$ cat src/rtl/alu_driver.sv
// rtl/alu_driver.sv - sequential command/response initiator for a combinational ALU
//
// Purpose:
//   Accepts one operation at a time on a valid/ready command channel and drives
//   registered operands and select onto an external combinational ALU. It holds
//   them for SETTLE cycles, captures alu_z, and returns the result on a
//   valid/ready response channel.
//
// Parameters:
//   W       operand width (result width is 2*W)
//   SETTLE  cycles operands are held before capture, 1..15
//
// Ports:
//   clk, rst              clock (rising edge), synchronous active-high reset
//   cmd_valid/cmd_ready   command handshake; cmd_op/cmd_a/cmd_b payload
//   alu_x/alu_y/alu_s     registered operands and select driven to the ALU
//   alu_z                 ALU result input
//   rsp_valid/rsp_ready   response handshake; rsp_data payload
//   op_count              completed responses, wraps modulo 256
//   chk_err               sticky golden-model mismatch flag
//
// Optional feature macro: ALU_DRIVER_CHECK_EN (golden-model result check).
// When it is undefined, chk_err is tied to 0.

module alu_driver #(
  parameter int W      = 4,
  parameter int SETTLE = 1
) (
  input  logic           clk,
  input  logic           rst,
  input  logic           cmd_valid,
  output logic           cmd_ready,
  input  logic [1:0]     cmd_op,
  input  logic [W-1:0]   cmd_a,
  input  logic [W-1:0]   cmd_b,
  output logic [W-1:0]   alu_x,
  output logic [W-1:0]   alu_y,
  output logic [1:0]     alu_s,
  input  logic [2*W-1:0] alu_z,
  output logic           rsp_valid,
  input  logic           rsp_ready,
  output logic [2*W-1:0] rsp_data,
  output logic [7:0]     op_count,
  output logic           chk_err
);

  localparam logic [1:0] IDLE  = 2'd0;
  localparam logic [1:0] DRIVE = 2'd1;
  localparam logic [1:0] RESP  = 2'd2;

  localparam logic [1:0] OP_ZERO = 2'b11;

  logic [1:0]     state_q, state_d;
  logic [3:0]     cnt_q, cnt_d;
  logic [W-1:0]   x_q, x_d, y_q, y_d;
  logic [1:0]     s_q, s_d;
  logic           rsp_valid_q, rsp_valid_d;
  logic [2*W-1:0] rsp_data_q, rsp_data_d;
  logic [7:0]     op_count_q, op_count_d;
  logic           capture;

  // The capture edge is the last cycle of the settle window.
  assign capture = (state_q == DRIVE) && (cnt_q == 4'd0);

  always_comb begin
    state_d     = state_q;
    cnt_d       = cnt_q;
    x_d         = x_q;
    y_d         = y_q;
    s_d         = s_q;
    rsp_valid_d = rsp_valid_q;
    rsp_data_d  = rsp_data_q;
    op_count_d  = op_count_q;
    case (state_q)
      IDLE: begin
        if (cmd_valid) begin
          state_d = DRIVE;
          x_d     = cmd_a;
          y_d     = cmd_b;
          s_d     = cmd_op;
          cnt_d   = 4'(SETTLE - 1);
        end
      end
      DRIVE: begin
        if (capture) begin
          rsp_data_d  = alu_z;
          rsp_valid_d = 1'b1;
          state_d     = RESP;
        end else begin
          cnt_d = cnt_q - 4'd1;
        end
      end
      RESP: begin
        // Operands are left in place; only the select is parked on "zero".
        if (rsp_ready) begin
          rsp_valid_d = 1'b0;
          op_count_d  = op_count_q + 8'd1;
          s_d         = OP_ZERO;
          state_d     = IDLE;
        end
      end
      default: state_d = IDLE;
    endcase
  end

  always_ff @(posedge clk) begin
    if (rst) begin
      state_q     <= IDLE;
      cnt_q       <= 4'd0;
      x_q         <= '0;
      y_q         <= '0;
      s_q         <= OP_ZERO;
      rsp_valid_q <= 1'b0;
      rsp_data_q  <= '0;
      op_count_q  <= 8'd0;
    end else begin
      state_q     <= state_d;
      cnt_q       <= cnt_d;
      x_q         <= x_d;
      y_q         <= y_d;
      s_q         <= s_d;
      rsp_valid_q <= rsp_valid_d;
      rsp_data_q  <= rsp_data_d;
      op_count_q  <= op_count_d;
    end
  end

  assign cmd_ready = (state_q == IDLE);
  assign alu_x     = x_q;
  assign alu_y     = y_q;
  assign alu_s     = s_q;
  assign rsp_valid = rsp_valid_q;
  assign rsp_data  = rsp_data_q;
  assign op_count  = op_count_q;

`ifdef ALU_DRIVER_CHECK_EN
  logic           chk_err_q, chk_err_d;
  logic [2*W-1:0] golden;

  // Expected result from the operands actually presented to the ALU.
  always_comb begin
    golden = '0;
    case (s_q)
      2'b00:   golden = {{W{1'b0}}, x_q} + {{W{1'b0}}, y_q};
      2'b01:   golden = {{W{1'b0}}, x_q} - {{W{1'b0}}, y_q};
      2'b10:   golden = {{W{1'b0}}, x_q} * {{W{1'b0}}, y_q};
      default: golden = '0;
    endcase
  end

  always_comb begin
    chk_err_d = chk_err_q;
    if (capture && (alu_z != golden)) chk_err_d = 1'b1;
  end

  always_ff @(posedge clk) begin
    if (rst) chk_err_q <= 1'b0;
    else     chk_err_q <= chk_err_d;
  end

  assign chk_err = chk_err_q;
`else
  assign chk_err = 1'b0;
`endif

endmodule

$ cat config.mk
export PLATFORM = sky130hd
export DESIGN_NAME = alu_driver
export DESIGN_NICKNAME = d
export VERILOG_FILES = /design/src/rtl/alu_driver.sv
export SDC_FILE = /design/constraint.sdc
export NUM_CORES = 1
export LEC_CHECK = 0
export BUFFER_PORTS_ARGS = -buffer_cell sky130_fd_sc_hd__buf_2
export CORE_MARGIN = 3
export CORE_UTILIZATION = 37
export CTS_CLUSTER_DIAMETER = 60
export DETAILED_ROUTE_END_ITERATION = 10
export PLACE_DENSITY = 0.7
export SLEW_MARGIN = 10
export SYNTH_ARGS = -nofsm -noshare
export SYNTH_HDL_FRONTEND = slang
export SYNTH_SLANG_ARGS = --single-unit
$ cat constraint.sdc
create_clock -name clk -period 4.65 [get_ports clk]
set_input_delay 0.465 -clock clk [delete_from_list [all_inputs] [get_ports clk]]
set_output_delay 0.465 -clock clk [all_outputs]
set_load 0.01 [all_outputs]
==> results of run 1 <==
## cell usage after synthesis, drive strengths merged
master	count
clkbuf	5
nor3	2
nor4	2
nor3b	2
and4bb	1
nor4b	1
conb	1
nand3b	1
ha	3
nand3	12
or3	7
nor2	6
nor2b	1
nand2b	1
buf	7
nand2	22
inv	3
or4	2
o21ai	13
a21oi	26
or3b	3
o211ai	1
and3b	1
xor2	1
mux2i	2
dfxtp	33
nand4	2
nand4b	1
xnor2	1
o31ai	3
## routing by layer
layer,up-vias,wire length [µm]
met5,-,0
met4,0,19
met1,609,1380
met2,36,1530
li1,671,-
met3,2,206
## power groups by stage
stage / Sequential (mW) / Combinational (mW) / Clock, mW
final: 0.366 / 0.259 / 0.211
after floorplan: 0.371 / 0.191 / 0
after global routing: 0.374 / 0.294 / 0.235
after CTS: 0.365 / 0.261 / 0.220
after detailed placement: 0.371 / 0.260 / 0
after global placement: 0.369 / 0.258 / 0
## area by class of cell
type                    count  area [µm²]  share of cell area
clock buffers               7        86.3              0.0492
well taps                  46        57.6              0.0328
inverters                   3        11.3             0.00641
multi-input cells         118         687               0.391
repair buffers             50         253               0.144
flip-flops and latches     33         661               0.376
## cells by family (layout without fill, tap and decap cells)
logic type               after synthesis  in the layout  synth area share
AND/OR/NAND/NOR                       67             67             0.267
AO/OA/AOI/OAI                         43             43             0.159
flip-flops                            33             33             0.466
buffers and inverters                 15             60            0.0529
adder cells (fa/ha/maj)                3              3            0.0265
XOR/XNOR                               2              2            0.0124
multiplexers                           2              2            0.0141
other                                  1              1           0.00265
## metrics by stage
stage | std cells | power, mW
after global placement | 250 | 0.627
after CTS | 257 | 0.846
after detailed placement | 250 | 0.631
after floorplan | 166 | 0.562
after global routing | 257 | 0.903
final | 257 | 0.836
## worst max-delay path, stage by stage (launching register included)
cell and delay [ns]:
dfxtp_1 0.61, nor2_1 0.10, buf_2 0.16
## path summary, 6_finish.rpt
path,startpoint,end,cells after the start
worst max register to register,cnt_q[0]$_SDFFE_PP0P_,rsp_data[5]$_SDFFE_PP0P_,5
worst min register to register,alu_x[3]$_SDFFE_PP0P_,alu_x[3]$_SDFFE_PP0P_,2
worst min-delay path,cmd_b[3],alu_y[3]$_SDFFE_PP0P_,3
worst max-delay path,state_q[1]$_SDFFE_PP0P_,cmd_ready,2
## flip-flops by register name (all words and copies together) (netlist names)
signal	count
alu_s	2
cnt_q	4
rsp_valid	1
rsp_data	8
state_q	2
alu_x	4
alu_y	4
op_count	8
==> flow_summary.yaml, run 1 <==
run_status:
  status: "finished, final reports clean"
layout:
  drive_gt1_frac: 0.299
  fin_util: 0.499
  nFillCells: 372
  layout_commonest_cell: "buf_2"
  final_cell_mix: "buf_2, dfxtp_1, a21oi_1"
  diodes: 0
  fin_area_um2: 1760
  area_growth_pct: 23.8
  finalNetCount: 236
synth:
  synthCells: 166
  ys_types: 33
  yosysWarnings: 0
  yosysTopAreaCell: "dfxtp_1"
  synth_area_leaders: "dfxtp_1, a21oi_1, nand2_1, o21ai_0, nand3_1"
  ys_seq_area_frac: 0.466
  synth_top_area_frac: 0.466
  synth-seq-cells: 33
  syn_area_um2: 1420
  synth_nets: 191
  syn_area_per_cell_um2: 8.54
pwr:
  ir_worst_vdd_uv: 209
  p_sw_uw: 285
  pwr-share-seq: 0.438
  powerDensity_nw_per_um2: 476
  swShare: 0.341
  leakagePower_nw: 0.766
  pwr-share-comb: 0.310
  internal_power_uw: 551
  clkPwrFrac: 0.252
grt:
  gr-usage-met2: 0.235
  met3_usage: 0.0591
  grt_pass1_wl_um: 5180
  grt_pass1_vias: 1145
  grt_antenna_before_repair: 0
  grt_start_max_net_pins: 33
  met1_usage: 0.188
  track_usage: 0.150
  grt_most_used_layer: "met2"
  grt_remaining_overflow: 0
sta:
  setup_viol: 0
  timing.final.ws_setup_ns: 3.05
  slew_viol_final: 0
  skew_ns: 0.00488
  hold_viol: 0
  tightest_slew_ns: 0.645
  timing.slew.headroom: 0.569
  post-route-period-util: 0.344
  max_clock_freq_mhz: 624
  whs_ns: 0.424
  fin_setup_tns_ns: 0
  min_period_ns: 1.60
  rsz0062_at_grt: "false"
clock_network:
  htreeDepth: 2
  ctsResizeCount: 0
  clock-sinks: 33
  cts_inserted_buffers: 5
  cts_hold_buf: 0
  cts_setup_buffers: 0
  clock_path_buffers: 2
  cts_tree: "built"
  path_clk_slew_ns: 0.06
  cts_root_buffer: "clkbuf_8"
  clkLatencyLatePin_ns: 0.27
place:
  post_dp_cell_area_um2: 1660
  dp_hpwl_um: 2210
  place_congestion: 0.671
  portBuffers: 49
  dp_slack_ns: 2.73
detailed_routing:
  wl_um: 3130
  vias: 1318
  avgViaCountPerCell: 5.13
  first_pass_iters: 4
  route.detailed.drc: 0
  drt_iter0_drc: 69
  ant_nets: 0
  wl_per_cell_um: 12.2
floorplan:
  num_rows: 21
  io_pins: 51
  core-area_um2: 3520
  dieArea_um2: 4610
  die_h_um: 67.9
  floorplan.initialDensity: 0.403
  die_w_um: 67.9
setup_path:
  worstSetupPathType: "flip-flop to output port"
  path_max_fanout: 13
  critPathCaptureType: "output port"
  r2r_slack_ns: 3.09
  startpoint_type: "flip-flop"
  worstPathRequired_ns: 4.18
  arrival_ns: 1.14
run:
  max_cap_viol_count: 0
worst_hold_path:
  worstHoldPathType: "primary input to flip-flop"
(Power assumes the default switching activity.)
==> run 2: changes to the inputs <==
--- a/config.mk
+++ b/config.mk
@@ -10,7 +10,7 @@
 export CORE_UTILIZATION = 37
 export CTS_CLUSTER_DIAMETER = 60
 export DETAILED_ROUTE_END_ITERATION = 10
-export PLACE_DENSITY = 0.7
+export PLACE_DENSITY = 0.73
 export SLEW_MARGIN = 10
 export SYNTH_ARGS = -nofsm -noshare
 export SYNTH_HDL_FRONTEND = slang
==> constraint.sdc (replaced) <==
create_clock -name clk -period 1.4 [get_ports clk]
set_input_delay 0.14 -clock clk [delete_from_list [all_inputs] [get_ports clk]]
set_output_delay 0.14 -clock clk [all_outputs]
set_load 0.01 [all_outputs]
==> flow_summary.yaml, run 2 (same netlist as run 1, synthesis figures left out) <==
run_status:
  status: "finished, final reports clean"
clock_network:
  cts_inserted_buffers: 5
  htreeDepth: 2
  clock-sinks: 33
  cts_root_buffer: "clkbuf_8"
  path_clk_slew_ns: 0.07
  clock_path_buffers: 2
  cts_tree: "built"
  cts_hold_buf: 0
  clkLatencyLatePin_ns: 0.29
floorplan:
  die_w_um: 67.9
  die_h_um: 67.9
  floorplan.initialDensity: 0.403
  dieArea_um2: 4610
  io_pins: 51
  num_rows: 21
  core-area_um2: 3520
grt:
  grt_pass1_vias: 1196
  grt_remaining_overflow: 0
  track_usage: 0.157
  grt_pass1_wl_um: 5330
  grt_antenna_before_repair: 0
  grt_start_max_net_pins: 19
setup_path:
  max_stage_delay_ns: 0.33
  startpoint_type: "flip-flop"
  critPathCaptureType: "flip-flop"
  worstPathRequired_ns: 1.55
  cpMaxStageDelayCell: "dfxtp_2"
  reg2reg_depth: 5
  worstSetupPathType: "flip-flop to flip-flop"
  path_max_fanout: 4
  arrival_ns: 1.55
  crit_chain: "inv_1 > ha_4 > and4bb_4 > o31ai_1 > a21oi_1"
  r2r_slack_ns: 0.004
layout:
  finalNetCount: 250
  layout_commonest_cell: "buf_2"
  nFillCells: 333
  drive_gt1_frac: 0.398
  final_cells: 272
  final_cell_mix: "buf_2, dfxtp_1, a21oi_1"
  diodes: 0
  area_growth_pct: 38.9
place:
  portBuffers: 49
  dp_hpwl_um: 2400
  place_congestion: 0.756
  dp_cells: 263
worst_hold_path:
  worstHoldPathType: "primary input to flip-flop"
  hold_path_depth: 3
pwr:
  leakagePower_nw: 0.874
  ir_worst_vdd_uv: 651
  powerDensity_nw_per_um2: 1700
  finalPower_mw: 3.35
sta:
  skew_ns: 0.00304
  setup_viol: 0
  hold_viol: 0
  max_clock_freq_mhz: 716
  slew_viol_final: 0
  fin_setup_tns_ns: 0
  post-route-period-util: 0.997
  rsz0062_at_grt: "true"
  min_period_ns: 1.40
detailed_routing:
  ant_nets: 0
  vias: 1398
  drt_iter0_drc: 63
  wl_um: 3560
  first_pass_iters: 4
  avgViaCountPerCell: 5.14
  route.detailed.drc: 0
  wl_per_cell_um: 13.1
run:
  max_cap_viol_count: 0
==> run 2: cell count changes in the layout (fill, tap and decap cells not counted), moves of 2 or more <==
cell / delta
o21ai_1: +7
dfxtp_1: -4
dfxtp_2: +4
buf_4: +11
or3b_2: -2
or3b_4: +3
o21ai_0: -8
nor3b_4: +2
buf_6: +2
==> run 2: final cells by class <==
class                           count  area [µm²]  area share
Clock inverter                      1        5.00     0.00254
Inverter                            3        11.3     0.00572
Multi-Input combinational cell    119         776       0.394
Clock buffer                        7        96.3      0.0489
Timing Repair Buffer               63         358       0.182
Tap cell                           46        57.6      0.0292
Sequential cell                    33         666       0.338
==> run 2: metrics by stage <==
step,setup slack [ns],instance area [µm²],utilization,hold WS [ns]
after floorplan,0.0110,1430,-,0.269
final,0.00354,1970,0.559,0.0838
after CTS,0.00732,1890,0.537,0.0825
after detailed placement,-0.0643,1770,0.502,0.389
after global placement,-0.0454,1770,0.502,0.383
after global routing,-0.0440,1970,0.559,0.0800
==> run 2: power breakdown <==
group	switching (mW)	leakage, nW	internal (mW)
Sequential	0.136	0.271	1.09
Clock	0.345	0.0542	0.444
Combinational	0.659	0.549	0.672
==> run 2: final timing paths <==
check	end	start
worst max register to register	cnt_q[0]$_SDFFE_PP0P_	cnt_q[1]$_SDFFE_PP0P_
worst min-delay path	alu_x[1]$_SDFFE_PP0P_	cmd_a[1]
worst max-delay path	cnt_q[0]$_SDFFE_PP0P_	cnt_q[1]$_SDFFE_PP0P_
worst min register to register	alu_x[3]$_SDFFE_PP0P_	alu_x[3]$_SDFFE_PP0P_
==> run 2: what timing repair did <==
action                                  CTS  global route
resized for setup                         4            16
buffers inserted                          0             0
endpoints found under the setup margin    5            16
gates cloned                              0             1
pin swaps                                 0             4
==> run 2: worst max-delay path: cells and delay by family (launching register included) <==
family | cells | cell delay, ns
fa+ha+maj | 1 | 0.18
simple gates | 1 | 0.22
buf+inv | 1 | 0.08
flops | 1 | 0.33
compound gates | 2 | 0.45
==> run 2: per-layer routing <==
layer,global-route usage,wire length [µm]
met4,0.0744,82
met3,0.0722,270
met5,0,0
met1,0.183,1540
met2,0.244,1660
